**config.mk**
```make
export PLATFORM = sky130hd
export DESIGN_NAME = hpu_sprite_fetch
export DESIGN_NICKNAME = d
export VERILOG_FILES = /design/src/rtl/hpu_pkg.sv /design/src/rtl/hpu_sprite_row_unpack.sv /design/src/rtl/hpu_sprite_fetch.sv
export SDC_FILE = /design/constraint.sdc
export NUM_CORES = 1
export LEC_CHECK = 0
export ABC_AREA = 1
export CAP_MARGIN = 20
export CORE_UTILIZATION = 41
export CTS_BUF_LIST = sky130_fd_sc_hd__clkbuf_4 sky130_fd_sc_hd__clkbuf_8
export CTS_CLUSTER_SIZE = 16
export DETAILED_ROUTE_END_ITERATION = 10
export PLACE_DENSITY = 0.67
export SYNTH_ARGS = -nofsm -noshare
export SYNTH_HDL_FRONTEND = slang
export SYNTH_HIERARCHICAL = 1
export SYNTH_SLANG_ARGS = --single-unit
```
**constraint.sdc**
```tcl
create_clock -name clk_i -period 5.9 [get_ports clk_i]
set_input_delay 1.18 -clock clk_i [delete_from_list [all_inputs] [get_ports clk_i]]
set_output_delay 1.18 -clock clk_i [all_outputs]
set_load 0.02 [all_outputs]
```
**src/rtl/hpu_pkg.sv**
```systemverilog
// Shared sprite/tile pixel types and the fetch-FSM state encoding.
package hpu_pkg;
    localparam int PIX_W    = 3;
    localparam int SPR_PIX  = 8;
    localparam int SPR_ROWS = 8;

    typedef logic [PIX_W-1:0]   pixel_t;
    typedef pixel_t [SPR_PIX-1:0] row_t;

    typedef enum logic [2:0] {
        FS_IDLE,
        FS_CHECK,
        FS_REQ,
        FS_WAIT,
        FS_DONE
    } fetch_state_t;
endpackage

```
**src/rtl/hpu_sprite_row_unpack.sv**
```systemverilog
// Unpacks one 24-bit pattern row into eight pixels, optionally mirrored.
// Latency: combinational. Backpressure: none.
module hpu_sprite_row_unpack
    import hpu_pkg::*;
(
    input  logic [PIX_W*SPR_PIX-1:0] data_i,
    input  logic                     hflip_i,
    output row_t                     row_o
);

    always_comb begin
        row_o = '0;
        for (int i = 0; i < SPR_PIX; i++) begin
            if (hflip_i) begin
                row_o[i] = data_i[PIX_W*(SPR_PIX-1-i) +: PIX_W];
            end else begin
                row_o[i] = data_i[PIX_W*i +: PIX_W];
            end
        end
    end

endmodule

```
**src/rtl/hpu_sprite_fetch.sv**
```systemverilog
// Sprite row fetcher: checks next-line coverage in hblank, reads one pattern row into a shadow buffer, commits it on swap.
// Latency: out-of-range done 2 cycles after fetch_start; in-range done RD_LATENCY+1 cycles after the accepted grant.
// Backpressure: mem_req/mem_addr held until grant; swap or fetch_start while busy aborts the fetch and pulses overrun.
module hpu_sprite_fetch
    import hpu_pkg::*;
#(
    parameter int TILE_W     = 6,
    parameter int RD_LATENCY = 1
) (
    input  logic                     clk_i,
    input  logic                     rst_i,
    input  logic                     fetch_start_i,
    input  logic [9:0]               fetch_line_i,
    input  logic                     swap_i,
    input  logic [7:0]               attr_x_i,
    input  logic [7:0]               attr_y_i,
    input  logic [TILE_W-1:0]        attr_tile_i,
    input  logic                     attr_hflip_i,
    output logic                     mem_req_o,
    output logic [TILE_W+2:0]        mem_addr_o,
    input  logic                     mem_grant_i,
    input  logic [PIX_W*SPR_PIX-1:0] mem_rdata_i,
    output row_t                     line_buf_o,
    output logic [7:0]               sprite_x_o,
    output logic [7:0]               sprite_y_o,
    output logic                     busy_o,
    output logic                     done_o,
    output logic                     overrun_o
);

    localparam logic [2:0] RD_LAT_C = 3'(RD_LATENCY);

    fetch_state_t      state_q;
    logic [9:0]        line_q;
    logic [7:0]        att_x_q;
    logic [7:0]        att_y_q;
    logic [TILE_W-1:0] att_tile_q;
    logic              att_hflip_q;
    logic [2:0]        lat_cnt_q;
    row_t              shadow_q;
    logic              shadow_rdy_q;
    logic              mem_req_q;
    logic [TILE_W+2:0] mem_addr_q;
    row_t              line_buf_q;
    logic [7:0]        sprite_x_q;
    logic [7:0]        sprite_y_q;
    logic              busy_q;
    logic              done_q;
    logic              overrun_q;

    logic [9:0] y_ext;
    logic       in_range;
    logic [2:0] row;
    row_t       rd_row;

    assign y_ext    = {2'b00, att_y_q};
    assign in_range = (line_q >= y_ext) && (line_q < y_ext + 10'd8);
    // Only the low three bits of (line - y) matter once the line is in range.
    assign row      = line_q[2:0] - att_y_q[2:0];

    hpu_sprite_row_unpack u_unpack (
        .data_i  (mem_rdata_i),
        .hflip_i (att_hflip_q),
        .row_o   (rd_row)
    );

    always_ff @(posedge clk_i) begin
        if (rst_i) begin
            state_q      <= FS_IDLE;
            line_q       <= '0;
            att_x_q      <= '0;
            att_y_q      <= '0;
            att_tile_q   <= '0;
            att_hflip_q  <= 1'b0;
            lat_cnt_q    <= '0;
            shadow_q     <= '0;
            shadow_rdy_q <= 1'b0;
            mem_req_q    <= 1'b0;
            mem_addr_q   <= '0;
            line_buf_q   <= '0;
            sprite_x_q   <= '0;
            sprite_y_q   <= '0;
            busy_q       <= 1'b0;
            done_q       <= 1'b0;
            overrun_q    <= 1'b0;
        end else begin
            done_q    <= 1'b0;
            overrun_q <= 1'b0;

            // Swap is judged against the state before any same-cycle restart.
            if (swap_i) begin
                if (state_q == FS_IDLE) begin
                    if (shadow_rdy_q) begin
                        line_buf_q   <= shadow_q;
                        sprite_x_q   <= att_x_q;
                        sprite_y_q   <= att_y_q;
                        shadow_rdy_q <= 1'b0;
                    end else begin
                        line_buf_q <= '0;
                    end
                end else begin
                    line_buf_q   <= '0;
                    overrun_q    <= 1'b1;
                    shadow_rdy_q <= 1'b0;
                    mem_req_q    <= 1'b0;
                    busy_q       <= 1'b0;
                    state_q      <= FS_IDLE;
                end
            end

            if (fetch_start_i) begin
                if (state_q != FS_IDLE) begin
                    overrun_q <= 1'b1;
                end
                line_q       <= fetch_line_i;
                att_x_q      <= attr_x_i;
                att_y_q      <= attr_y_i;
                att_tile_q   <= attr_tile_i;
                att_hflip_q  <= attr_hflip_i;
                shadow_rdy_q <= 1'b0;
                mem_req_q    <= 1'b0;
                busy_q       <= 1'b1;
                state_q      <= FS_CHECK;
            end else if (!(swap_i && state_q != FS_IDLE)) begin
                case (state_q)
                    FS_IDLE: ;
                    FS_CHECK: begin
                        if (in_range) begin
                            mem_req_q  <= 1'b1;
                            mem_addr_q <= {att_tile_q, row};
                            state_q    <= FS_REQ;
                        end else begin
                            shadow_q     <= '0;
                            shadow_rdy_q <= 1'b1;
                            done_q       <= 1'b1;
                            state_q      <= FS_DONE;
                        end
                    end
                    FS_REQ: begin
                        if (mem_grant_i) begin
                            mem_req_q <= 1'b0;
                            lat_cnt_q <= 3'd1;
                            state_q   <= FS_WAIT;
                        end
                    end
                    FS_WAIT: begin
                        if (lat_cnt_q == RD_LAT_C) begin
                            shadow_q     <= rd_row;
                            shadow_rdy_q <= 1'b1;
                            done_q       <= 1'b1;
                            state_q      <= FS_DONE;
                        end else begin
                            lat_cnt_q <= lat_cnt_q + 3'd1;
                        end
                    end
                    FS_DONE: begin
                        busy_q  <= 1'b0;
                        state_q <= FS_IDLE;
                    end
                    default: begin
                        busy_q  <= 1'b0;
                        state_q <= FS_IDLE;
                    end
                endcase
            end
        end
    end

    assign mem_req_o  = mem_req_q;
    assign mem_addr_o = mem_addr_q;
    assign line_buf_o = line_buf_q;
    assign sprite_x_o = sprite_x_q;
    assign sprite_y_o = sprite_y_q;
    assign busy_o     = busy_q;
    assign done_o     = done_q;
    assign overrun_o  = overrun_q;

endmodule

```
After elaboration in Yosys (flattened, before gate mapping)
Index checks and enable logic that the tools add are counted.
- $lt $le $gt $ge: 2
- bitwise gates (word level): 2
- $add $sub $neg: 3
- reductions and logical operators: 13
- equality and inequality tests: 8
- muxes and demuxes: 47
- operators with widths (operator ; number):
    2-to-1 mux 24 bit ; 4
    2-to-1 mux 3 bit ; 16
    case mux 24 bit (2 select lines) ; 1
    2-to-1 mux 1 bit ; 21
    case mux 3 bit (4 select lines) ; 1
    greater-or-equal comparator 10 x 8 -> 1 bit ; 1
    less-than comparator 10 x 9 -> 1 bit ; 1
    AND reduction 5 bit ; 2
    adder 8 x 4 -> 9 bit (second input constant) ; 1
    != test 2 bit (second input constant) ; 4
    == test 3 x 1 -> 1 bit (second input constant) ; 2
    == test 3 x 2 -> 1 bit (second input constant) ; 2
    case mux 1 bit (2 select lines) ; 3
    case mux 3 bit (2 select lines) ; 1
    AND reduction 4 bit ; 1
    nonzero test 2 bit ; 2
    OR reduction 4 bit ; 1
    adder 3 x 1 -> 3 bit (second input constant) ; 1
    logical NOT 3 bit ; 1
    AND reduction 3 bit ; 1
    nonzero test 3 bit ; 1
    OR reduction 3 bit ; 1
    subtractor 3 bit ; 1
    logical AND 1 bit ; 2
    other kinds (2) ; 3
- logic and storage cells: 107
- output and inout bits: 53
- register bits after elaboration: 117
- bits of input ports: 62

Logic depth before layout (Yosys ltp)
- depth after elaboration: 7
- gate-level depth with buffers: 16
- depth with buffers taken out: 15

Modules after synthesis
Netlist, hierarchy kept.
- modules (own cells, without submodules) (module ; instances ; area each (µm²) ; sequential area each (µm²) ; cells each):
    hpu_sprite_fetch ; 1 ; 5051.1 ; 2342.2 ; 677
    hpu_sprite_row_unpack ; 1 ; 379.1 ; 0.0 ; 78

Least setup slack after synthesis
OpenSTA, ideal clock, no wires.
- path type: reg2reg
- start: register att_y_q[3]
- end: register shadow_q[0] (netlist name)
- stages on the path, launching flop included: 15
- buffers on the path: 2
- setup time: 0.113 ns
- data required time: 5.787 ns
- path slack: 3.782 ns
- arrival time: 2.005 ns
- path through: dfxtp_1 > ha_1 > nand3_1 > xor2_1 > ha_1 > a21oi_1 > nor2_1 > nor2_1 > nand2_1 > nor2_4 > nand3_2 > buf_6 > buf_6 > a21oi_2 > nor2_1
- word-level cells in the longest chain between the ends: 5
- RTL lines (element ; line ; source):
    start: declaration ; hpu_sprite_fetch.sv:36 ; logic [7:0] att_y_q;
    start signal: assignment ; hpu_sprite_fetch.sv:117 ; att_y_q <= attr_y_i;
    adder 8 x 4 -> 9 bit ; hpu_sprite_fetch.sv:57 ; assign in_range = (line_q >= y_ext) && (line_q < y_ext + 10'd8);
    less-than comparator 10 x 9 -> 1 bit ; hpu_sprite_fetch.sv:57 ;
    logical AND 1 bit * ; hpu_sprite_fetch.sv:57 ;
    != test 2 bit (no line) * ; - ;
    AND reduction 5 bit (no line) * ; - ;
    end signal: assignment ; hpu_sprite_fetch.sv:148 ; shadow_q <= rd_row;
    end: declaration ; hpu_sprite_fetch.sv:40 ; row_t shadow_q;
Mark *: on every way between the ends. The rest lies on a longest branch, timed or not.
A chain may end at the register's enable or synchronous reset.

Worst setup path after layout
- start: register att_y_q[3]
- end: register shadow_q[3] (netlist name)
Same word-level chain as after synthesis.

==> results.sh <==
export IMPL_cts_sinks=117
export IMPL_synth_fp_nets=835
export IMPL_grt_busiest_layer="met2"
export IMPL_tightest_slew_ns=0.952
export IMPL_ctsResizeCount=0
export IMPL_viasPerCell=4.74
export IMPL_routedWlPerCell_um=12.7
export IMPL_crit_arrival_ns=3.59
export IMPL_grt_max_degree=78
export IMPL_use_met3_pct=4.48
export IMPL_cts_tree="done"
export IMPL_drive_gt1_share_pct=8.68
export IMPL_post_cts_buffers=0
export IMPL_synth_edf_count=0
export IMPL_start_util_pct=42.5
export IMPL_setup_viol=0
export IMPL_final_cell_mix="221 x nand2_1, 117 x dfxtp_1, 114 x clkdlybuf4s50_1, 112 x nor2_1, 69 x a21oi_1"
export IMPL_dieArea_um2=13700
export IMPL_cts_buffers=17
export IMPL_yosys_warnings=6
export IMPL_slew_viol_final=0
export IMPL_final_nets=931
export IMPL_clk_pin_slew_ns=0.07
export IMPL_yosysTopAreaCellShare_pct=43.1
export IMPL_grtUsageMet2_pct=31.6
export IMPL_ant_nets=0
export IMPL_synth_distinct_cells=39
export IMPL_worst_setup_path_end_kind="register"
export IMPL_dieHeight_um=117
export IMPL_hold_violations=0
export IMPL_num_io_pins=115
export IMPL_whs_ns=0.457
export IMPL_ys_ff_latch=117
export IMPL_grt_pass1_vias=4539
export IMPL_yosysSeqAreaShare_pct=43.1
export IMPL_clockBufferDepth=2
export IMPL_maxCapViolCount=0
export IMPL_synthesis_area_um2=5430
export IMPL_status="completed"
export IMPL_final_common_cell="nand2_1"
export IMPL_grt_use_total_pct=20.2
export IMPL_synthCells=755
export IMPL_place_ws_ns=2.57
export IMPL_cts_hold_buf=0
export IMPL_hpwl_mm=9.23
export IMPL_first_pass_iters=5
export IMPL_ys_top_cells_by_area="dfxtp_1 43%, nand2_1 15%, nor2_1 7.7%"
export IMPL_tns_ns=0
export IMPL_async_flop_share_pct=0
export IMPL_antenna_found_initial=0
export IMPL_p_leak_nw=2.94
export IMPL_power_mw=1.80
export IMPL_period_share_pct=55.4
export IMPL_post_route_drc_count=0
export IMPL_use_met1_pct=27.2
export IMPL_core_area_um2=12800
export IMPL_setup_ws_ns=2.63
export IMPL_ys_flop_type="dfxtp_1"
export IMPL_rsz0062_at_grt="no"
export IMPL_yosysTopAreaCell="dfxtp_1"
export IMPL_critPathMaxFanout=40
export IMPL_vias=4907
export IMPL_gp_congestion=0.820
export IMPL_slew_limit_headroom_pct=36.4
export IMPL_antenna_cells=0
export IMPL_grt_overflow=0
export IMPL_peakVddDrop_v=0.000155
export IMPL_critical_path_class="reg -> reg"
export IMPL_required_ns=6.22
export IMPL_fin_crit_ns=3.27
export IMPL_htreeDepth=4
export IMPL_hp_class="reg -> reg"
export IMPL_fmax_mhz=306
export IMPL_fin_skew_ns=0.0116
export IMPL_io_buffers=114
export IMPL_die_x_um=117
export IMPL_rows=41
export IMPL_wl_mm=13.2
export IMPL_clk_latency_ns=0.43
export IMPL_syn_area_per_cell_um2=7.19
export IMPL_area_growth_pct=27.4
export IMPL_root_buffer="clkbuf_8"
export IMPL_drt_iter0_drc=384
export IMPL_grt_pass1_wl_mm=21.4
export IMPL_startpoint_type="register"
export IMPL_power_density_nw_per_um2=261
cell usage after synthesis, types with 4 or more instances:
| library cell | instances |
|---|---|
| clkbuf_1 | 18 |
| nor2_1 | 112 |
| a21oi_2 | 8 |
| nand2_2 | 13 |
| a21oi_1 | 69 |
| nand3_1 | 28 |
| ha_1 | 17 |
| dfxtp_1 | 117 |
| xor2_1 | 4 |
| o21ai_0 | 44 |
| nand2_1 | 221 |
| buf_6 | 11 |
| inv_1 | 52 |
| buf_2 | 6 |
state kept, by name, summed over array words and instances (netlist names):
signal,count
sprite_y_o,8
att_y_q,8
att_hflip_q,1
line_q,10
shadow_rdy_q,1
busy_o,1
att_x_q,8
att_tile_q,6
shadow_q,24
line_buf_o,24
done_o,1
overrun_o,1
mem_addr_o,9
mem_req_o,1
lat_cnt_q,3
state_q,3
sprite_x_o,8
power by group:
part	total (mW)	leakage (nW)	internal [mW]	switching, mW
Combinational	0.231	1.78	0.101	0.129
Clock	0.728	0.208	0.414	0.314
Sequential	0.845	0.955	0.821	0.0240
Total	1.80	2.94	1.34	0.468
per-stage QoR:
stage / cells / instance area [um^2] / util, %
after floorplan: 755 / 5430 / -
after global placement: 1004 / 6530 / 51.1
after detailed placement: 1004 / 6530 / 51.1
after CTS: 1036 / 6920 / 54.2
after global routing: 1036 / 6920 / 54.2
final: 1036 / 6920 / 54.2
kinds of logic (layout without fill, tap and decap cells):
kind of cell | after synthesis | count (layout) | share of synthesized area, %
AND/OR/NAND/NOR | 389 | 389 | 29.7
AO/OA/AOI/OAI | 126 | 126 | 12.3
flip-flops | 117 | 117 | 43.1
buffers and inverters | 100 | 209 | 9.72
adder cells (fa/ha/maj) | 18 | 18 | 4.29
XOR/XNOR | 5 | 5 | 0.806
worst max-delay path, stage by stage, from the launching register on:
cell and delay (ns):
dfxtp_1 0.39, ha_1 0.22, nand3_1 0.11, xor2_1 0.16, ha_1 0.29, a21oi_1 0.13
nor2_1 0.05, nor2_1 0.11, nand2_1 0.10, nor2_4 0.13, nand3_2 0.64, nand2_1 0.61
nand2_1 0.09, nand2_1 0.08, nor2_1 0.05
routing by layer:
| layer | up-vias | share of wire, % |
|---|---|---|
| met4 | 0 | 1.1 |
| met5 | - | 0 |
| met2 | 110 | 47 |
| li1 | 2564 | - |
| met1 | 2221 | 48 |
| met3 | 12 | 4.0 |
area by class of cell:
cell class	instances	area, um^2
clock buffer	23	292
clock inverter	9	101
fill	1237	5860
inverter	57	221
multi-input combinational	538	2560
sequential	117	2340
tap	172	215
timing repair buffer	120	1190
final timing paths:
check / start / to / slack [ns] / cells past startpoint
worst min register to register: att_x_q[5] / sprite_x_o[5] / 0.46 / 2
worst max register to register: att_y_q[3] / shadow_q[3] / 2.63 / 14
worst min-delay path: att_x_q[5] / sprite_x_o[5] / 0.46 / 2
worst max-delay path: att_y_q[3] / shadow_q[3] / 2.63 / 14
Note: power is estimated with default switching activity, not from simulation.
